[config.mk]
export PLATFORM = sky130hd
export DESIGN_NAME = rlt_bcd_ascii_fmt
export DESIGN_NICKNAME = d
export VERILOG_FILES = /design/src/rtl/rlt_bcd_ascii_fmt.sv
export SDC_FILE = /design/constraint.sdc
export NUM_CORES = 1
export LEC_CHECK = 0
export BUFFER_PORTS_ARGS = -buffer_cell sky130_fd_sc_hd__buf_2
export CORE_UTILIZATION = 53
export DETAILED_ROUTE_END_ITERATION = 6
export GPL_TIMING_DRIVEN = 1
export PLACE_DENSITY = 0.78
export SLEW_MARGIN = 15
export SYNTH_ARGS = -nofsm -noshare
export SYNTH_HDL_FRONTEND = slang
export SYNTH_SLANG_ARGS = --single-unit
[constraint.sdc]
create_clock -name clk -period 4.75 [get_ports clk]
set_input_delay 0.475 -clock clk [delete_from_list [all_inputs] [get_ports clk]]
set_output_delay 0.475 -clock clk [all_outputs]
set_load 0.005 [all_outputs]
[src/rtl/rlt_bcd_ascii_fmt.sv]
// Result formatter: signed binary -> BCD (double dabble, one bit per clock) -> right-justified
// ASCII line for the LCD. Define RLT_PLUS_SIGN_EN to show '+' on strictly positive results.
module rlt_bcd_ascii_fmt #(
  parameter int WIDTH    = 32,
  parameter int DIGITS   = 10,
  parameter int LCD_COLS = 16
) (
  input  logic                  clk,
  input  logic                  rst,
  input  logic                  start,
  input  logic [WIDTH-1:0]      rlt_in,
  output logic                  busy,
  output logic                  done,
  output logic [4*DIGITS-1:0]   bcd_out,
  output logic                  neg_out,
  output logic [8*LCD_COLS-1:0] line_ascii
);

  localparam int CW = (WIDTH > 1) ? $clog2(WIDTH) : 1;
  localparam int DW = (DIGITS > 1) ? $clog2(DIGITS) : 1;

  if (DIGITS + 1 > LCD_COLS) begin : g_cols_check
    $error("rlt_bcd_ascii_fmt: DIGITS+1 must not exceed LCD_COLS");
  end

  typedef enum logic [1:0] {StIdle, StAbs, StShift, StFmt} state_e;

  state_e                r_state, w_state_nxt;
  logic [WIDTH-1:0]      r_opnd;
  logic [WIDTH-1:0]      r_mag;
  logic [4*DIGITS-1:0]   r_bcd;
  logic [CW-1:0]         r_cnt;
  logic                  r_neg;
  logic                  r_done;
  logic [4*DIGITS-1:0]   r_bcd_out;
  logic                  r_neg_out;
  logic [8*LCD_COLS-1:0] r_line;

  logic                  w_load, w_abs, w_shift, w_fmt;
  logic                  w_neg;
  logic [WIDTH-1:0]      w_mag;
  logic [4*DIGITS-1:0]   w_bcd_adj;
  logic [DW-1:0]         w_msd;
  logic                  w_sign_en;
  logic [7:0]            w_sign_chr;
  logic [8*LCD_COLS-1:0] w_line;

  // State register
  always_ff @(posedge clk) begin
    if (!rst) r_state <= StIdle;
    else      r_state <= w_state_nxt;
  end

  // Next-state logic
  always_comb begin
    w_state_nxt = r_state;
    unique case (r_state)
      StIdle:  if (start) w_state_nxt = StAbs;
      StAbs:   w_state_nxt = StShift;
      StShift: if (r_cnt == '0) w_state_nxt = StFmt;
      StFmt:   w_state_nxt = StIdle;
      default: w_state_nxt = StIdle;
    endcase
  end

  // Output / strobe decode
  always_comb begin
    busy    = (r_state != StIdle);
    w_load  = (r_state == StIdle) && start;
    w_abs   = (r_state == StAbs);
    w_shift = (r_state == StShift);
    w_fmt   = (r_state == StFmt);
  end

  // Two's-complement magnitude; the most negative value maps to 2^(WIDTH-1) unsigned.
  always_comb begin
    w_neg = r_opnd[WIDTH-1];
    w_mag = w_neg ? (~r_opnd + WIDTH'(1)) : r_opnd;
  end

  always_comb begin
    w_bcd_adj = r_bcd;
    for (int k = 0; k < DIGITS; k++) begin
      if (r_bcd[4*k +: 4] >= 4'd5) w_bcd_adj[4*k +: 4] = r_bcd[4*k +: 4] + 4'd3;
    end
  end

  // Index of the most significant nonzero digit (0 when the value is zero).
  always_comb begin
    w_msd = '0;
    for (int k = 0; k < DIGITS; k++) begin
      if (r_bcd[4*k +: 4] != 4'd0) w_msd = DW'(k);
    end
  end

  always_comb begin
`ifdef RLT_PLUS_SIGN_EN
    w_sign_en  = r_neg || (r_bcd != '0);
`else
    w_sign_en  = r_neg;
`endif
    w_sign_chr = r_neg ? 8'h2D : 8'h2B;
  end

  always_comb begin
    w_line = {LCD_COLS{8'h20}};
    for (int k = 0; k < DIGITS; k++) begin
      if (k <= int'(w_msd)) w_line[8*(LCD_COLS-1-k) +: 8] = 8'h30 + {4'h0, r_bcd[4*k +: 4]};
      if (k == int'(w_msd) && w_sign_en) w_line[8*(LCD_COLS-2-k) +: 8] = w_sign_chr;
    end
  end

  // Datapath and registered outputs
  always_ff @(posedge clk) begin
    if (!rst) begin
      r_opnd    <= '0;
      r_mag     <= '0;
      r_bcd     <= '0;
      r_cnt     <= '0;
      r_neg     <= 1'b0;
      r_done    <= 1'b0;
      r_bcd_out <= '0;
      r_neg_out <= 1'b0;
      r_line    <= {LCD_COLS{8'h20}};
    end else begin
      r_done <= 1'b0;
      if (w_load) r_opnd <= rlt_in;
      if (w_abs) begin
        r_neg <= w_neg;
        r_mag <= w_mag;
        r_bcd <= '0;
        r_cnt <= CW'(WIDTH-1);
      end
      if (w_shift) begin
        {r_bcd, r_mag} <= {w_bcd_adj[4*DIGITS-2:0], r_mag, 1'b0};
        r_cnt          <= r_cnt - CW'(1);
      end
      if (w_fmt) begin
        r_bcd_out <= r_bcd;
        r_neg_out <= r_neg;
        r_line    <= w_line;
        r_done    <= 1'b1;
      end
    end
  end

  assign done       = r_done;
  assign bcd_out    = r_bcd_out;
  assign neg_out    = r_neg_out;
  assign line_ascii = r_line;

endmodule

* Word-level counts from Yosys, hierarchy flattened
Cells that the tools add are included.
** Cells by class
- Add/subtract/negate cells :: 22
- $mul :: 0
- Div/mod/pow operators :: 0
- $lt $le $gt $ge :: 19
- Equal/unequal tests :: 14
- Shift operators :: 0
- Multiplexer cells :: 50
- Bitwise operators :: 2
- Reduce and logical (&&, ||, !) cells :: 27
** Operators by type and width (count)
- $mux 4 :: 27
- $mux 32 :: 3
- $mux 40 :: 2
- $mux 8 :: 9
- $add 6x4->7 const A :: 10
- $ge 4x3->1 const B :: 10
- $add 4x2->4 const B :: 9
- $reduce_bool 4->1 :: 9
- $add 32x1->32 const B :: 1
- $not 32->32 :: 1
- $eq 4x4->1 const A :: 6
- $le 3x4->1 const A :: 4
- $logic_and 1x1->1 :: 11
- $mux 5 :: 2
- $eq 3x4->1 const A :: 2
- $le 2x4->1 const A :: 2
- $le 4x4->1 const A :: 2
- $pmux 2 s4 :: 1
- $mux 3 :: 2
- $logic_not 5->1 :: 1
- $sub 5x1->5 const B :: 1
- $eq 2x2->1 const B :: 2
- $eq 2x4->1 const A :: 1
- $le 1x4->1 const A :: 1
- other kinds (12) :: 15
** Word-level totals
- Flip-flop bits (word level) :: 242
- Latch bits :: 0
- Memory bits (writable) :: 0
- Bits in read-only memories :: 0
- Input port bits :: 35
- Word-level logic and storage cells :: 145
- Memories kept :: 0

* Depth between registers and ports, before layout
- Depth in word-level cells :: 14
- Depth in mapped cells :: 9
- Depth with buffers taken out :: 7

* Worst setup path after synthesis
No wires, ideal clock.
- Path kind :: reg2reg
- Start point :: reg r_bcd[28]
- End point :: reg r_line[96] (netlist: line_ascii[96])
- Library setup time :: 117 ps
- Arrival :: 1963 ps
- Path slack :: 2671 ps
- Cell stages (with the launch flop) :: 8
- Path buffers :: 0
- Period minus slack after synthesis :: 2079 ps
- Cell sequence :: dfxtp_1 inv_1 ha_1 or3b_2 nor4_2 o211ai_1 o2bb2ai_1 a22o_1
** Between the ends
- Longest elaborated chain between the ends :: 8
** RTL lines
- start, declared :: RTL line 31 : logic [4*DIGITS-1:0] r_bcd;
- start signal, assigned :: RTL line 135 : {r_bcd, r_mag} <= {w_bcd_adj[4*DIGITS-2:0], r_mag, 1'b0};
- $reduce_bool 4->1 (*) :: RTL line 92 : if (r_bcd[4*k +: 4] != 4'd0) w_msd = DW'(k);
- $mux 4 (*) (3 in series) :: RTL line 92
- $eq 3x4->1 :: RTL line 109 : if (k == int'(w_msd) && w_sign_en) w_line[8*(LCD_COLS-2-k) +: 8] = w_sign_chr;
- $logic_and 1x1->1 :: RTL line 109
- $mux 4 :: RTL line 109
- $mux 8 (*) :: RTL line 108 : if (k <= int'(w_msd)) w_line[8*(LCD_COLS-1-k) +: 8] = 8'h30 + {4'h0, r_bcd[4*k +: 4]};
- end signal, assigned :: RTL line 124 : r_line <= {LCD_COLS{8'h20}};
- end signal, assigned :: RTL line 141 : r_line <= w_line;
- end, declared :: RTL line 37 : logic [8*LCD_COLS-1:0] r_line;
Every way passes the cells marked *; elsewhere a longest branch is shown, timed or not.
A chain may end at the register's enable or synchronous reset.

* Worst setup path after layout
- Start point :: reg r_state[0]
- End point :: reg r_mag[26]
** Between the ends
- Longest elaborated chain between the ends :: 2
** RTL lines
- start, declared :: RTL line 28 : state_e r_state, w_state_nxt;
- start signal, assigned :: RTL line 50 : if (!rst) r_state <= StIdle;
- start signal, assigned :: RTL line 51 : else r_state <= w_state_nxt;
- $eq 2x2->1 / $eq 2x1->1 (equally long branches) :: RTL line 71, 70
- $mux 32 / $reduce_bool 2->1 (equally long branches)
- end signal, assigned :: RTL line 130 : r_mag <= w_mag;
- end signal, assigned :: RTL line 135
- end, declared :: RTL line 30 : logic [WIDTH-1:0] r_mag;
Several ways; a longest one is shown, not always the timed one.

==> results_dict.tcl <==
set metrics [dict create \
    syn_inst 1182 \
    final_layout_size_suffix_gt1_frac 0.1626 \
    synth_cell_type_count 62 \
    postCtsResizedCells 0 \
    skew_ps 14.03 \
    seq_area_mm2 0.004064 \
    startpoint_type "flip-flop" \
    routed_via_density 5.532 \
    final_cells 1501 \
    pin_count 206 \
    end_kind "flip-flop" \
    cts_buffers 21 \
    grt_pass1_vias 7309 \
    path_cells "inv_1, ha_2, and3b_1, nand2_2, or4_1, nand3_1" \
    synth-edff-count 0 \
    drc 0 \
    yosys-top-cells-area "dfxtp_1 41%, buf_4 5.9%, a21oi_1 5.6%, mux2i_1 5.2%, nand2_1 4.3%" \
    hold_path_class "primary input to flip-flop" \
    violations "antenna rules" \
    finalCritPeriodShare 0.6371 \
    p_leak_nw 4.625 \
    final_nets 1318 \
    slew_headroom 0.2418 \
    cts_buffer_depth 3 \
    cts.sinks 203 \
    area_growth_syn_to_layout_pct 10.18 \
    routed_wl_um 23190 \
    multi_input_area_mm2 0.005145 \
    grtUsageTotal 0.2312 \
    worst_slew_pin_slew_ps 1128 \
    setup_viol 0 \
    yosys_warnings 0 \
    mostFrequentLayoutCells "203 x dfxtp_1, 131 x buf_2, 116 x nand2_1, 113 x a21oi_1, 104 x nor2_1" \
    rows 49 \
    cpMaxStageDelayCell "ha_2" \
    cp.buffers_inverters 1 \
    post_cts_buffers 0 \
    critPathKind "flip-flop to flip-flop" \
    grt_max_degree 72 \
    min_period_ps 3026 \
    maxCapViolations 0 \
    routedWlPerCell_um 15.45 \
    first_iter_violations 664 \
    status "finished with violations" \
    path_clk_slew_ps 60 \
    p_total_mw 4.782 \
    h-tree-depth 1 \
    layout_commonest_cell "dfxtp_1" \
    grt_pass1_wl_um 37490 \
    finalHoldViolations 0 \
    fp.dieArea_mm2 0.01948 \
    fmax_mhz 330.5 \
    overflow 0 \
    antenna_found_initial 0 \
    yosysSeqAreaShare 0.4052 \
    rsz0062_at_grt "false" \
    ys_ff_latch 203 \
    tns_ps 0 \
    max_stage_delay_ps 810 \
    dp_hpwl_um 15630 \
    clock_latency_ps 500 \
    synth_top_area_frac 0.4052 \
    crit_path_max_fanout 41 \
    avgSynthCellArea_um2 8.484 \
    dr.pass1.iters 5 \
    required_ps 5180 \
    crit_family "simple AND/OR/NAND/NOR gates" \
    numPortBuffers 131 \
    cts_tree "built" \
    yosys.area.top_type "dfxtp_1" \
    start_util 0.5489 \
    worstPathArrival_ps 3460 \
    die_width_um 139.6 \
    syn-cell-area_mm2 0.01003 \
    powerDensity_mw_per_mm2 432.8 \
    die_h_um 139.6 \
    synth_ff_type "dfxtp_1" \
    async_reset_ff_frac 0 \
    fp.coreArea_mm2 0.01827 \
    cts-root-buf "clkbuf_16" \
    dp_cells 1459 \
    peakVddDrop_uv 285.8 \
    ctsHoldBuffers 0 \
    n_fill_cell 1624 \
    ant_nets 1 \
    dr_total_vias 8303 \
    maxSlewViolCount 0 \
    routabilityCongestion 0.8205 \
]
-- flip-flops by register name (all words and copies together), names as in the netlist --
register    flops
bcd_out        40
done            1
line_ascii     49
neg_out         1
r_bcd          40
r_cnt           5
r_mag          32
r_neg           1
r_opnd         32
r_state         2
-- layout make-up --
cell class | instances | area share
Antenna cell | 5 | 0.001132
Sequential cell | 203 | 0.3678
Inverter | 41 | 0.01415
Clock buffer | 34 | 0.05832
Timing Repair Buffer | 140 | 0.06545
Tap cell | 229 | 0.02593
Multi-Input combinational cell | 846 | 0.4656
Clock inverter | 3 | 0.001585
-- synth_stat cells (3+ instances only) --
master	count
dfxtp_1	203
nand2_1	116
a21oi_1	113
nor2_1	105
buf_4	79
clkbuf_1	70
mux2i_1	52
inv_1	39
o21ai_0	33
and3_1	30
ha_1	30
o22ai_1	28
xor2_1	23
o31ai_1	21
nand3_1	20
and2_1	18
a31oi_1	16
nor3_1	15
nand2b_1	14
o221a_2	12
xnor2_1	12
a22oi_1	11
a32oi_1	10
buf_1	10
nor3b_1	10
a211oi_1	7
nand4_1	7
o211ai_1	7
o41ai_1	6
or4_1	6
a311oi_1	5
o2bb2ai_1	5
or3b_2	5
clkbuf_8	4
nor4_2	3
o21ai_1	3
-- metrics by stage --
| stage | utilization | hold slack, ps | area (um2) | worst slack (ps) |
|---|---|---|---|---|
| 6_report | 0.6048 | 208.9 | 11050 | 1724 |
| 5_1_grt | 0.6041 | 206.0 | 11040 | 1522 |
| 4_1_cts | 0.6041 | 194.2 | 11040 | 1730 |
| 3_5_place_dp | 0.5679 | 447.1 | 10380 | 1735 |
| 3_3_place_gp | 0.5679 | 447.1 | 10380 | 1844 |
| 2_1_floorplan | - | 449.8 | 10300 | 2671 |
-- power breakdown --
part	leakage [nW]	internal (mW)	total [mW]	switching [mW]
Combinational	2.66	0.411	1.18	0.773
Sequential	1.64	1.86	2.02	0.158
Clock	0.324	0.924	1.58	0.655
Total	4.62	3.20	4.78	1.59
-- worst reg2reg max path, delay by kind of cell, from the launching register on --
family	cells	cell delay, ps
and+or+nand+nor	4	1610
adders and majority gates	1	810
DFF	1	440
buffers and inverters	1	120
-- cells by family (layout without fill, tap and decap cells) --
group	after synthesis	count (layout)	synth area share
other cells	2	79	0.0007489
xor+xnor	35	35	0.03057
mux	52	52	0.05190
simple gates	367	367	0.1814
flops	203	203	0.4052
fa+ha+maj	30	30	0.03743
buf+inv	205	218	0.1104
compound gates	288	288	0.1823
-- worst paths after layout --
check                end  slack, ps         from  cells after the start
min           r_opnd[22]        210   rlt_in[22]                      3
max            r_mag[26]       1720   r_state[0]                      6
max reg2reg    r_mag[26]       1720   r_state[0]                      6
min reg2reg  bcd_out[29]        460  bcd_out[29]                      2
-- per-layer routing --
metal | up-vias | part of all wire | GRT usage | wire length [um]
met1 | 3855 | 0.48 | 0.3337 | 11060
met3 | 36 | 0.060 | 0.03338 | 1389
met4 | 0 | 0.019 | 0.05784 | 445
met2 | 273 | 0.44 | 0.3621 | 10290
met5 | - | 0 | 0 | 0
li1 | 4139 | - | - | -
(Power assumes the default switching activity.)
